### src/rtl/bcd_ascii_streamer.sv
// bcd_ascii_streamer: converts a signed binary value to decimal ASCII with a
// sequential double-dabble (one bit per clock) and streams the characters
// ('-', digits, optional CR/LF) over a registered ready/valid byte interface.
module bcd_ascii_streamer #(
    parameter int DATA_W    = 16,
    parameter int DIGITS    = 5,
    parameter bit TERMINATE = 1'b1
) (
    input  logic                     clk,
    input  logic                     rst_n,
    input  logic                     start_i,
    input  logic signed [DATA_W-1:0] value_i,
    output logic                     busy_o,
    output logic [7:0]               tx_data_o,
    output logic                     tx_valid_o,
    input  logic                     tx_ready_i,
    output logic                     done_o
);

    localparam int BCD_W = 4 * DIGITS;
    localparam int CNT_W = (DATA_W > 1) ? $clog2(DATA_W) : 1;
    localparam int IDX_W = (DIGITS > 1) ? $clog2(DIGITS) : 1;

    localparam logic [7:0] CH_MINUS = 8'h2D;
    localparam logic [7:0] CH_CR    = 8'h0D;
    localparam logic [7:0] CH_LF    = 8'h0A;

    // Decimal digits needed for the largest magnitude, 2**(DATA_W-1).
    function automatic int min_digits(input int w);
        longint unsigned v;
        int              n;
        v = 64'd1 << (w - 1);
        n = 0;
        while (v != 0) begin
            v = v / 10;
            n++;
        end
        return n;
    endfunction

    if (DIGITS < min_digits(DATA_W)) begin : g_digits_check
        $error("bcd_ascii_streamer: DIGITS too small to hold 2**(DATA_W-1)");
    end

    // Double-dabble correction: every nibble >= 5 gets +3 before the shift.
    function automatic logic [BCD_W-1:0] dabble_adjust(input logic [BCD_W-1:0] b);
        logic [BCD_W-1:0] r;
        r = b;
        for (int i = 0; i < DIGITS; i++) begin
            if (b[i*4 +: 4] >= 4'd5) r[i*4 +: 4] = b[i*4 +: 4] + 4'd3;
        end
        return r;
    endfunction

    function automatic logic [3:0] nibble_at(input logic [BCD_W-1:0] b,
                                             input logic [IDX_W-1:0] idx);
        logic [3:0] r;
        r = 4'd0;
        for (int i = 0; i < DIGITS; i++) begin
            if (IDX_W'(i) == idx) r = b[i*4 +: 4];
        end
        return r;
    endfunction

    // Index of the most significant non-zero nibble; 0 when all nibbles are zero.
    function automatic logic [IDX_W-1:0] ms_nonzero(input logic [BCD_W-1:0] b);
        logic [IDX_W-1:0] r;
        r = '0;
        for (int i = 0; i < DIGITS; i++) begin
            if (b[i*4 +: 4] != 4'd0) r = IDX_W'(i);
        end
        return r;
    endfunction

    function automatic logic [7:0] ascii_digit(input logic [3:0] d);
        return 8'h30 + {4'h0, d};
    endfunction

    typedef enum logic [2:0] {
        S_IDLE, S_CONVERT, S_SIGN, S_DIGIT, S_CR, S_LF
    } state_t;

    state_t            state_q, state_d;
    logic [BCD_W-1:0]  bcd_q, bcd_d;
    logic [DATA_W-1:0] mag_q, mag_d;
    logic [CNT_W-1:0]  cnt_q, cnt_d;
    logic [IDX_W-1:0]  idx_q, idx_d;
    logic              sign_q, sign_d;
    logic              tx_valid_q, tx_valid_d;
    logic [7:0]        tx_data_q, tx_data_d;

    logic [DATA_W-1:0] value_u;
    logic [DATA_W-1:0] mag_abs;
    logic [BCD_W-1:0]  bcd_adj;
    logic [BCD_W-1:0]  bcd_shift;
    logic [7:0]        first_byte;
    logic [7:0]        cur_byte;
    logic              xfer;
    logic              last_byte;
    logic              conv_last;

    // The most negative input yields 2**(DATA_W-1), which fits unsigned DATA_W bits.
    assign value_u   = value_i;
    assign mag_abs   = value_u[DATA_W-1] ? (~value_u + DATA_W'(1)) : value_u;

    assign bcd_adj   = dabble_adjust(bcd_q);
    assign bcd_shift = {bcd_adj[BCD_W-2:0], mag_q[DATA_W-1]};
    assign conv_last = (state_q == S_CONVERT) && (cnt_q == '0);

    // The first byte is built from the final BCD result on the last convert
    // cycle so tx_valid_o can rise right as conversion ends.
    assign first_byte = sign_q ? CH_MINUS
                               : ascii_digit(nibble_at(bcd_shift, ms_nonzero(bcd_shift)));

    assign xfer      = tx_valid_q & tx_ready_i;
    assign last_byte = TERMINATE ? (state_q == S_LF)
                                 : ((state_q == S_DIGIT) && (idx_q == '0));

    assign busy_o     = (state_q != S_IDLE);
    assign tx_valid_o = tx_valid_q;
    assign tx_data_o  = tx_data_q;
    assign done_o     = xfer & last_byte;

    // Character presented by each emitting state.
    always_comb begin
        cur_byte = 8'h00;
        case (state_q)
            S_SIGN:  cur_byte = CH_MINUS;
            S_DIGIT: cur_byte = ascii_digit(nibble_at(bcd_q, idx_q));
            S_CR:    cur_byte = CH_CR;
            S_LF:    cur_byte = CH_LF;
            default: cur_byte = 8'h00;
        endcase
    end

    // State register plus the registered handshake outputs.
    always_ff @(posedge clk or negedge rst_n) begin
        if (!rst_n) begin
            state_q    <= S_IDLE;
            tx_valid_q <= 1'b0;
            tx_data_q  <= 8'h00;
        end else begin
            state_q    <= state_d;
            tx_valid_q <= tx_valid_d;
            tx_data_q  <= tx_data_d;
        end
    end

    // Next-state logic: each emitting state advances only on a transfer.
    always_comb begin
        state_d = state_q;
        case (state_q)
            S_IDLE:    if (start_i) state_d = S_CONVERT;
            S_CONVERT: if (cnt_q == '0) state_d = sign_q ? S_SIGN : S_DIGIT;
            S_SIGN:    if (xfer) state_d = S_DIGIT;
            S_DIGIT:   if (xfer && (idx_q == '0)) state_d = TERMINATE ? S_CR : S_IDLE;
            S_CR:      if (xfer) state_d = S_LF;
            S_LF:      if (xfer) state_d = S_IDLE;
            default:   state_d = S_IDLE;
        endcase
    end

    // Output logic: valid drops for one cycle after each transfer, then the
    // next state's byte is loaded; a stalled byte is held untouched.
    always_comb begin
        tx_valid_d = tx_valid_q;
        tx_data_d  = tx_data_q;
        case (state_q)
            S_IDLE: tx_valid_d = 1'b0;
            S_CONVERT: begin
                if (conv_last) begin
                    tx_valid_d = 1'b1;
                    tx_data_d  = first_byte;
                end
            end
            default: begin
                if (xfer) begin
                    tx_valid_d = 1'b0;
                end else if (!tx_valid_q) begin
                    tx_valid_d = 1'b1;
                    tx_data_d  = cur_byte;
                end
            end
        endcase
    end

    // Conversion datapath registers: magnitude, BCD, bit counter, digit index.
    always_ff @(posedge clk or negedge rst_n) begin
        if (!rst_n) begin
            bcd_q  <= '0;
            mag_q  <= '0;
            cnt_q  <= '0;
            idx_q  <= '0;
            sign_q <= 1'b0;
        end else begin
            bcd_q  <= bcd_d;
            mag_q  <= mag_d;
            cnt_q  <= cnt_d;
            idx_q  <= idx_d;
            sign_q <= sign_d;
        end
    end

    // Datapath next-state: capture on start, dabble while converting, walk digits down.
    always_comb begin
        bcd_d  = bcd_q;
        mag_d  = mag_q;
        cnt_d  = cnt_q;
        idx_d  = idx_q;
        sign_d = sign_q;
        case (state_q)
            S_IDLE: begin
                if (start_i) begin
                    sign_d = value_u[DATA_W-1];
                    mag_d  = mag_abs;
                    bcd_d  = '0;
                    cnt_d  = CNT_W'(DATA_W - 1);
                    idx_d  = '0;
                end
            end
            S_CONVERT: begin
                bcd_d = bcd_shift;
                mag_d = mag_q << 1;
                cnt_d = cnt_q - CNT_W'(1);
                if (cnt_q == '0) idx_d = ms_nonzero(bcd_shift);
            end
            S_DIGIT: begin
                if (xfer && (idx_q != '0)) idx_d = idx_q - IDX_W'(1);
            end
            default: ;
        endcase
    end

endmodule
### config.mk
export PLATFORM = sky130hd
export DESIGN_NAME = bcd_ascii_streamer
export DESIGN_NICKNAME = d
export VERILOG_FILES = /design/src/rtl/bcd_ascii_streamer.sv
export SDC_FILE = /design/constraint.sdc
export NUM_CORES = 1
export LEC_CHECK = 0
export CAP_MARGIN = 30
export CORE_UTILIZATION = 45
export DETAILED_ROUTE_END_ITERATION = 10
export PLACE_DENSITY = 0.79
export SETUP_SLACK_MARGIN = 0.05
export SYNTH_ARGS = -nofsm -noshare
export SYNTH_HDL_FRONTEND = slang
export SYNTH_SLANG_ARGS = --single-unit
### constraint.sdc
create_clock -name clk -period 2.2 [get_ports clk]
set_clock_uncertainty 0.15 [all_clocks]
set_input_delay 0.44 -clock clk [delete_from_list [all_inputs] [get_ports clk]]
set_output_delay 0.44 -clock clk [all_outputs]
set_load 0.02 [all_outputs]
Word-level counts from Yosys, hierarchy flattened. Index checks and enable logic that the tools add are counted.

Logic and storage cells: 118. Bits in registers: 56. Input bits: 20.

Magnitude comparators: 5. Bitwise logic cells: 4. Equal/unequal tests: 23. Mux-type cells: 48. $add $sub $neg: 10. Reductions and logical operators: 20.

Operators with widths (number): $mux W4 (16); $pmux W20 S2 (1); $mux W3 (12); $mux W16 (2); $pmux W16 S2 (1); $pmux W7 S4 (1); $mux W8 (3); $ge A4 B3 Y1 const B (5); $mux W20 (1); $pmux W3 S6 (1); $add A16 B1 Y16 const B (1); $add A4 B2 Y4 const B (4); $not A16 Y16 (1); $pmux W8 S2 (1); $reduce_bool A4 Y1 (4); $add A6 B4 Y7 const A (2); $eq A2 B3 Y1 const A (4); $ne A2 B1 Y1 const B (5); $ne A2 B2 Y1 const B (5); $logic_not A3 Y1 (3); $pmux W3 S3 (1); $reduce_bool A3 Y1 (3); $pmux W4 S2 (1); $reduce_and A4 Y1 (2); 19 further kinds (30).

Longest topological paths before layout.
Depth after elaboration: 17. Gate-level depth with buffers: 11.

Least setup slack after synthesis. Ideal clock, no wire load.

Path kind: register to register. Start point: register bcd_q[12]. End point: register tx_data_q[3] (netlist: tx_data_o[3]). Path slack: -0.010 ns. Data arrival time: 1.966 ns. Clock period less this slack: 2.210 ns. Buffers on the path: 0. Cell stages (with the launch flop): 9. Required time: 1.956 ns. Cells stage by stage: dfrtp_1 -> inv_1 -> ha_1 -> nand2b_1 -> a21o_1 -> mux2i_1 -> nand3_1 -> a211o_1 -> a221oi_2.

Word-level cells in the longest chain between the ends: 15.

RTL lines: start, declared (RTL line 84) `logic [BCD_W-1:0] bcd_q, bcd_d;`; start signal, assigned (RTL line 190) `bcd_q <= '0;`; start signal, assigned (RTL line 196) `bcd_q <= bcd_d;`; $add A4 B2 Y4 / $ge A4 B3 Y1 (equally long branches) (RTL line 50) `if (b[i*4 +: 4] >= 4'd5) r[i*4 +: 4] = b[i*4 +: 4] + 4'd3;`; $mux W4 (RTL line 50); $reduce_bool A4 Y1 (RTL line 70) `if (b[i*4 +: 4] != 4'd0) r = IDX_W'(i);`; $mux W3; $mux W3 (RTL line 70); $logic_not A3 Y1 (RTL line 60) `if (IDX_W'(i) == idx) r = b[i*4 +: 4];`; $mux W4 (5 in a row) (RTL line 60); $add A6 B4 Y7 (RTL line 76) `return 8'h30 + {4'h0, d};`; $mux W7 (RTL line 112) `assign first_byte = sign_q ? CH_MINUS`; $mux W8 (RTL line 171) `if (conv_last) begin`; $pmux W8 S2 * (RTL line 168) `case (state_q)`; end signal, assigned (RTL line 145) `tx_data_q <= tx_data_d;`; end, declared (RTL line 90) `logic [7:0] tx_data_q, tx_data_d;`.

Every way passes the cells marked *; elsewhere a longest branch is shown, timed or not. The select of a mux whose other input is x is not followed. A chain may end at the register's enable or synchronous reset.

Worst setup path after layout.
Start point: register bcd_q[4]. End point: register idx_q[0].

Word-level cells in the longest chain between the ends: 9.

RTL lines: $add A4 B2 Y4 / $ge A4 B3 Y1 (equally long branches) (RTL line 50); $mux W4 * (RTL line 50); $reduce_bool A4 Y1 (RTL line 70); $mux W1 (RTL line 70); $mux W2 *; $mux W3 * (RTL line 70); $mux W3 *; $mux W3 * (RTL line 225) `if (cnt_q == '0) idx_d = ms_nonzero(bcd_shift);`; $pmux W3 S3 * (RTL line 211) `case (state_q)`; end signal, assigned (RTL line 199) `idx_q <= idx_d;`; end, declared (RTL line 87) `logic [IDX_W-1:0] idx_q, idx_d;`.

Marked as above.

==> run_summary.xml <==
<?xml version="1.0" encoding="UTF-8"?>
<metrics>
  <group name="die">
    <metric name="io-pin-count" unit="">31</metric>
    <metric name="die_w" unit="um">93.9</metric>
    <metric name="std_cell_rows" unit="">33</metric>
    <metric name="die_area" unit="um2">8810</metric>
    <metric name="fp.dieH" unit="um">93.9</metric>
    <metric name="core_area" unit="um2">8180</metric>
    <metric name="start_util" unit="">0.465</metric>
  </group>
  <group name="hold_path">
    <metric name="hold_path_class" unit="">reg -&gt; reg</metric>
    <metric name="hold_path_end" unit="">cnt_q[3]</metric>
    <metric name="hold_path_depth" unit="">1</metric>
    <metric name="min_from" unit="">cnt_q[3]</metric>
  </group>
  <group name="global_route">
    <metric name="grt_max_degree" unit="">28</metric>
    <metric name="first_global_vias" unit="">3782</metric>
    <metric name="antenna_found_initial" unit="">0</metric>
    <metric name="grt_first_pass_wirelength" unit="um">17700</metric>
    <metric name="global_route.overflow_total" unit="">0</metric>
    <metric name="globalRouteTotalUtil" unit="">0.254</metric>
  </group>
  <group name="placed_design">
    <metric name="routabilityCongestion" unit="">0.893</metric>
    <metric name="pre_cts_slack" unit="ns">-0.424</metric>
    <metric name="numPortBuffers" unit="">28</metric>
    <metric name="dp_hpwl" unit="um">7830</metric>
    <metric name="place_inst" unit="">646</metric>
  </group>
  <group name="synth">
    <metric name="synthCells" unit="">451</metric>
    <metric name="postSynthRegisterBits" unit="">54</metric>
    <metric name="proportion_of_synthesized_chip_area_in_sequential_cells" unit="">0.356</metric>
    <metric name="post_synth.cell_area_avg" unit="um2">8.42</metric>
    <metric name="synthDistinctLibCells" unit="">64</metric>
    <metric name="synth-async-reset-ratio" unit="">1.00</metric>
    <metric name="post-synth-top-area-fraction" unit="">0.356</metric>
    <metric name="ys.warnings.count" unit="">0</metric>
    <metric name="synth_top_cells_by_area" unit="">sky130_fd_sc_hd__dfrtp_1 36%, sky130_fd_sc_hd__o21ai_0 7.2%, sky130_fd_sc_hd__ha_1 6.6%</metric>
    <metric name="synth.cell_area" unit="um2">3800</metric>
    <metric name="dominantRegCellSynth" unit="">sky130_fd_sc_hd__dfrtp_1</metric>
    <metric name="synth.cells.most_frequent" unit="">55 x sky130_fd_sc_hd__o21ai_0, 54 x sky130_fd_sc_hd__dfrtp_1, 47 x sky130_fd_sc_hd__nand2_1</metric>
    <metric name="synth.most_common_cell" unit="">sky130_fd_sc_hd__o21ai_0</metric>
    <metric name="yosys.area.top_type" unit="">sky130_fd_sc_hd__dfrtp_1</metric>
    <metric name="post_synth_edffs" unit="">0</metric>
  </group>
  <group name="route">
    <metric name="drcViolationCount" unit="">0</metric>
    <metric name="drt-vias-per-instance" unit="">5.81</metric>
    <metric name="wl_per_cell" unit="um">17.1</metric>
    <metric name="drt-total-wl" unit="um">11600</metric>
    <metric name="drt_pass1_iterations" unit="">5</metric>
    <metric name="route.vias.total" unit="">3930</metric>
    <metric name="initialDrtViolationCount" unit="">217</metric>
    <metric name="drt.antenna.violating_nets" unit="">0</metric>
  </group>
  <group name="timing">
    <metric name="fmax" unit="GHz">0.443</metric>
    <metric name="setup_viol_count_final" unit="">4</metric>
    <metric name="maxSlewViolCount" unit="">0</metric>
    <metric name="setup_total_negative_slack" unit="ns">-0.0920</metric>
    <metric name="post-route-period-util" unit="">1.03</metric>
    <metric name="setup_repair_after_global_routing_missed_its_margin" unit="">yes</metric>
    <metric name="hold_slack" unit="ns">0.344</metric>
    <metric name="postLayoutSetupSlackWorst" unit="ns">-0.0593</metric>
    <metric name="layout_min_cycle_time" unit="ns">2.26</metric>
    <metric name="final_hold_viol_count" unit="">0</metric>
  </group>
  <group name="power_and_ir_drop">
    <metric name="net-switching-power" unit="mW">3.91</metric>
    <metric name="vdd_drop_max" unit="mV">0.530</metric>
    <metric name="power_per_cell_area" unit="nW/um2">1570</metric>
    <metric name="combPwrFrac" unit="">0.702</metric>
    <metric name="power_report.internal_total" unit="mW">4.47</metric>
    <metric name="p_seq_frac" unit="">0.214</metric>
    <metric name="p_total" unit="mW">8.38</metric>
    <metric name="share_clk_of_total_power" unit="">0.083</metric>
    <metric name="leakagePower" unit="nW">2.34</metric>
    <metric name="switching_share" unit="">0.467</metric>
  </group>
  <group name="cells_and_area">
    <metric name="diodes" unit="">0</metric>
    <metric name="finalNetCount" unit="">610</metric>
    <metric name="layout_cell_share_with_drive_strength_beyond_1" unit="">0.342</metric>
    <metric name="area_growth_syn_to_layout" unit="%">40.9</metric>
    <metric name="final_non_filler_cells" unit="">676</metric>
  </group>
  <group name="worst_setup_path">
    <metric name="worst_r2r_path_depth" unit="">10</metric>
    <metric name="r2r_endpoint" unit="">idx_q[0]</metric>
    <metric name="highest_fanout_seen_on_the_critical_path" unit="">4</metric>
    <metric name="critical_path_required" unit="ns">2.25</metric>
    <metric name="cp-start-kind" unit="">register</metric>
    <metric name="worst_endpoint_data_arrival_time" unit="ns">2.31</metric>
    <metric name="setup.reg_to_reg.worst_slack" unit="ns">-0.06</metric>
    <metric name="reg_to_reg_start" unit="">bcd_q[4]</metric>
    <metric name="setup.worst_path.end_class" unit="">register</metric>
    <metric name="setup.worst_path.class" unit="">reg -&gt; reg</metric>
  </group>
  <group name="cts">
    <metric name="clock_tree.root_cell" unit="">sky130_fd_sc_hd__clkbuf_8</metric>
    <metric name="clk-insertion-delay-late" unit="ns">0.32</metric>
    <metric name="htree_num_levels" unit="">2</metric>
    <metric name="cts_tree" unit="">built</metric>
    <metric name="cts_buffer_depth" unit="">2</metric>
    <metric name="cts_sinks" unit="">54</metric>
    <metric name="number_of_buffers_inserted_during_clock_tree_synthesis" unit="">5</metric>
    <metric name="clkSlewWorstSetupHoldPaths" unit="ns">0.11</metric>
  </group>
  <group name="status">
    <metric name="outcome" unit="">complete, but fails checks</metric>
    <metric name="violations_in_the_final_reports" unit="">setup timing</metric>
  </group>
  <group name="run">
    <metric name="cap_viol_max_count" unit="">0</metric>
  </group>
</metrics>
stage by stage:
step           utilization  area (um2)
2_1_floorplan            -        3830
3_3_place_gp         0.584        4770
3_5_place_dp         0.584        4770
4_1_cts              0.622        5080
5_1_grt              0.655        5350
6_report             0.655        5350
per-layer routing:
| layer | routed length [um] | track usage | vias up | part of all wire |
|---|---|---|---|---|
| met3 | 654 | 0.0316 | 34 | 0.057 |
| met5 | 0 | 0 | - | 0 |
| met2 | 5910 | 0.452 | 156 | 0.51 |
| met4 | 335 | 0.0962 | 0 | 0.029 |
| met1 | 4650 | 0.312 | 1864 | 0.40 |
| li1 | - | - | 1876 | - |
worst max path at each step:
stage                           from            to  slack (ns)
after floorplan            bcd_q[16]  tx_data_o[3]        0.05
after global placement    value_i[6]     mag_q[13]       -0.33
after detailed placement  value_i[6]     mag_q[15]       -0.42
after CTS                 state_q[1]        busy_o        0.01
after global routing        bcd_q[1]      idx_q[0]       -0.13
final                       bcd_q[4]      idx_q[0]       -0.06
logic make-up after synthesis:
kind of cell / Yosys count / synth area share
xor gates and xnor gates: 18 / 0.0415
and+or+nand+nor: 150 / 0.199
other: 1 / 0.000987
muxes: 8 / 0.0227
buffers and inverters: 49 / 0.0573
DFF: 54 / 0.356
adders and majority gates: 20 / 0.0659
AOI/OAI and AO/OA: 151 / 0.257
area by class of cell:
type	instances	area, um2
clock inverters	2	37.5
multi-input cells	349	2560
flip-flops and latches	54	1350
inverters	23	86.3
clock buffers	6	72.6
repair buffers	137	1110
well taps	105	131
fillers	651	2820
power by group through the flow:
stage | logic [mW] | registers [mW] | clock network, mW
global placement | 4.58 | 1.77 | 0
finish | 5.89 | 1.79 | 0.700
global route | 6.35 | 1.84 | 0.725
detailed placement | 4.72 | 1.79 | 0
floorplan | 2.92 | 1.76 | 0
CTS | 5.16 | 1.77 | 0.698
critical path: stages (launching register included):
cell and delay [ns]:
sky130_fd_sc_hd__dfrtp_1 0.41, sky130_fd_sc_hd__inv_2 0.07, sky130_fd_sc_hd__ha_4 0.26, sky130_fd_sc_hd__and3_4 0.17, sky130_fd_sc_hd__o21bai_1 0.07, sky130_fd_sc_hd__a221oi_2 0.30
sky130_fd_sc_hd__nand2_2 0.14, sky130_fd_sc_hd__buf_4 0.17, sky130_fd_sc_hd__a31oi_4 0.17, sky130_fd_sc_hd__o221ai_2 0.11, sky130_fd_sc_hd__o21a_1 0.12
sequential cells by signal, indices dropped and copies added, names as in the netlist:
signal and count:
mag_q 16, idx_q 3, state_q 3, tx_data_o 6, cnt_q 4, bcd_q 20
tx_valid_o 1, sign_q 1
cell usage in the layout (no fill, tap or decap), types with 9 or more instances in the layout:
cell,instances
sky130_fd_sc_hd__a21oi_2,9
sky130_fd_sc_hd__inv_1,14
sky130_fd_sc_hd__buf_4,103
sky130_fd_sc_hd__clkdlybuf4s50_1,19
sky130_fd_sc_hd__o21ai_0,46
sky130_fd_sc_hd__a21oi_1,21
sky130_fd_sc_hd__a22oi_1,13
sky130_fd_sc_hd__xor2_1,12
sky130_fd_sc_hd__dfrtp_1,54
sky130_fd_sc_hd__inv_2,9
sky130_fd_sc_hd__nor2_1,19
sky130_fd_sc_hd__nand2_1,46
sky130_fd_sc_hd__nand3_1,27
sky130_fd_sc_hd__ha_1,13
what timing repair did:
item	CTS	global route
gates resized for setup	40	58
hold buffers	1	0
endpoints found under the setup margin	14	15
hold endpoints to repair	12	0
buffers inserted	7	14
pin swaps	15	25
No activity file was read; power rests on OpenSTA's default activity.
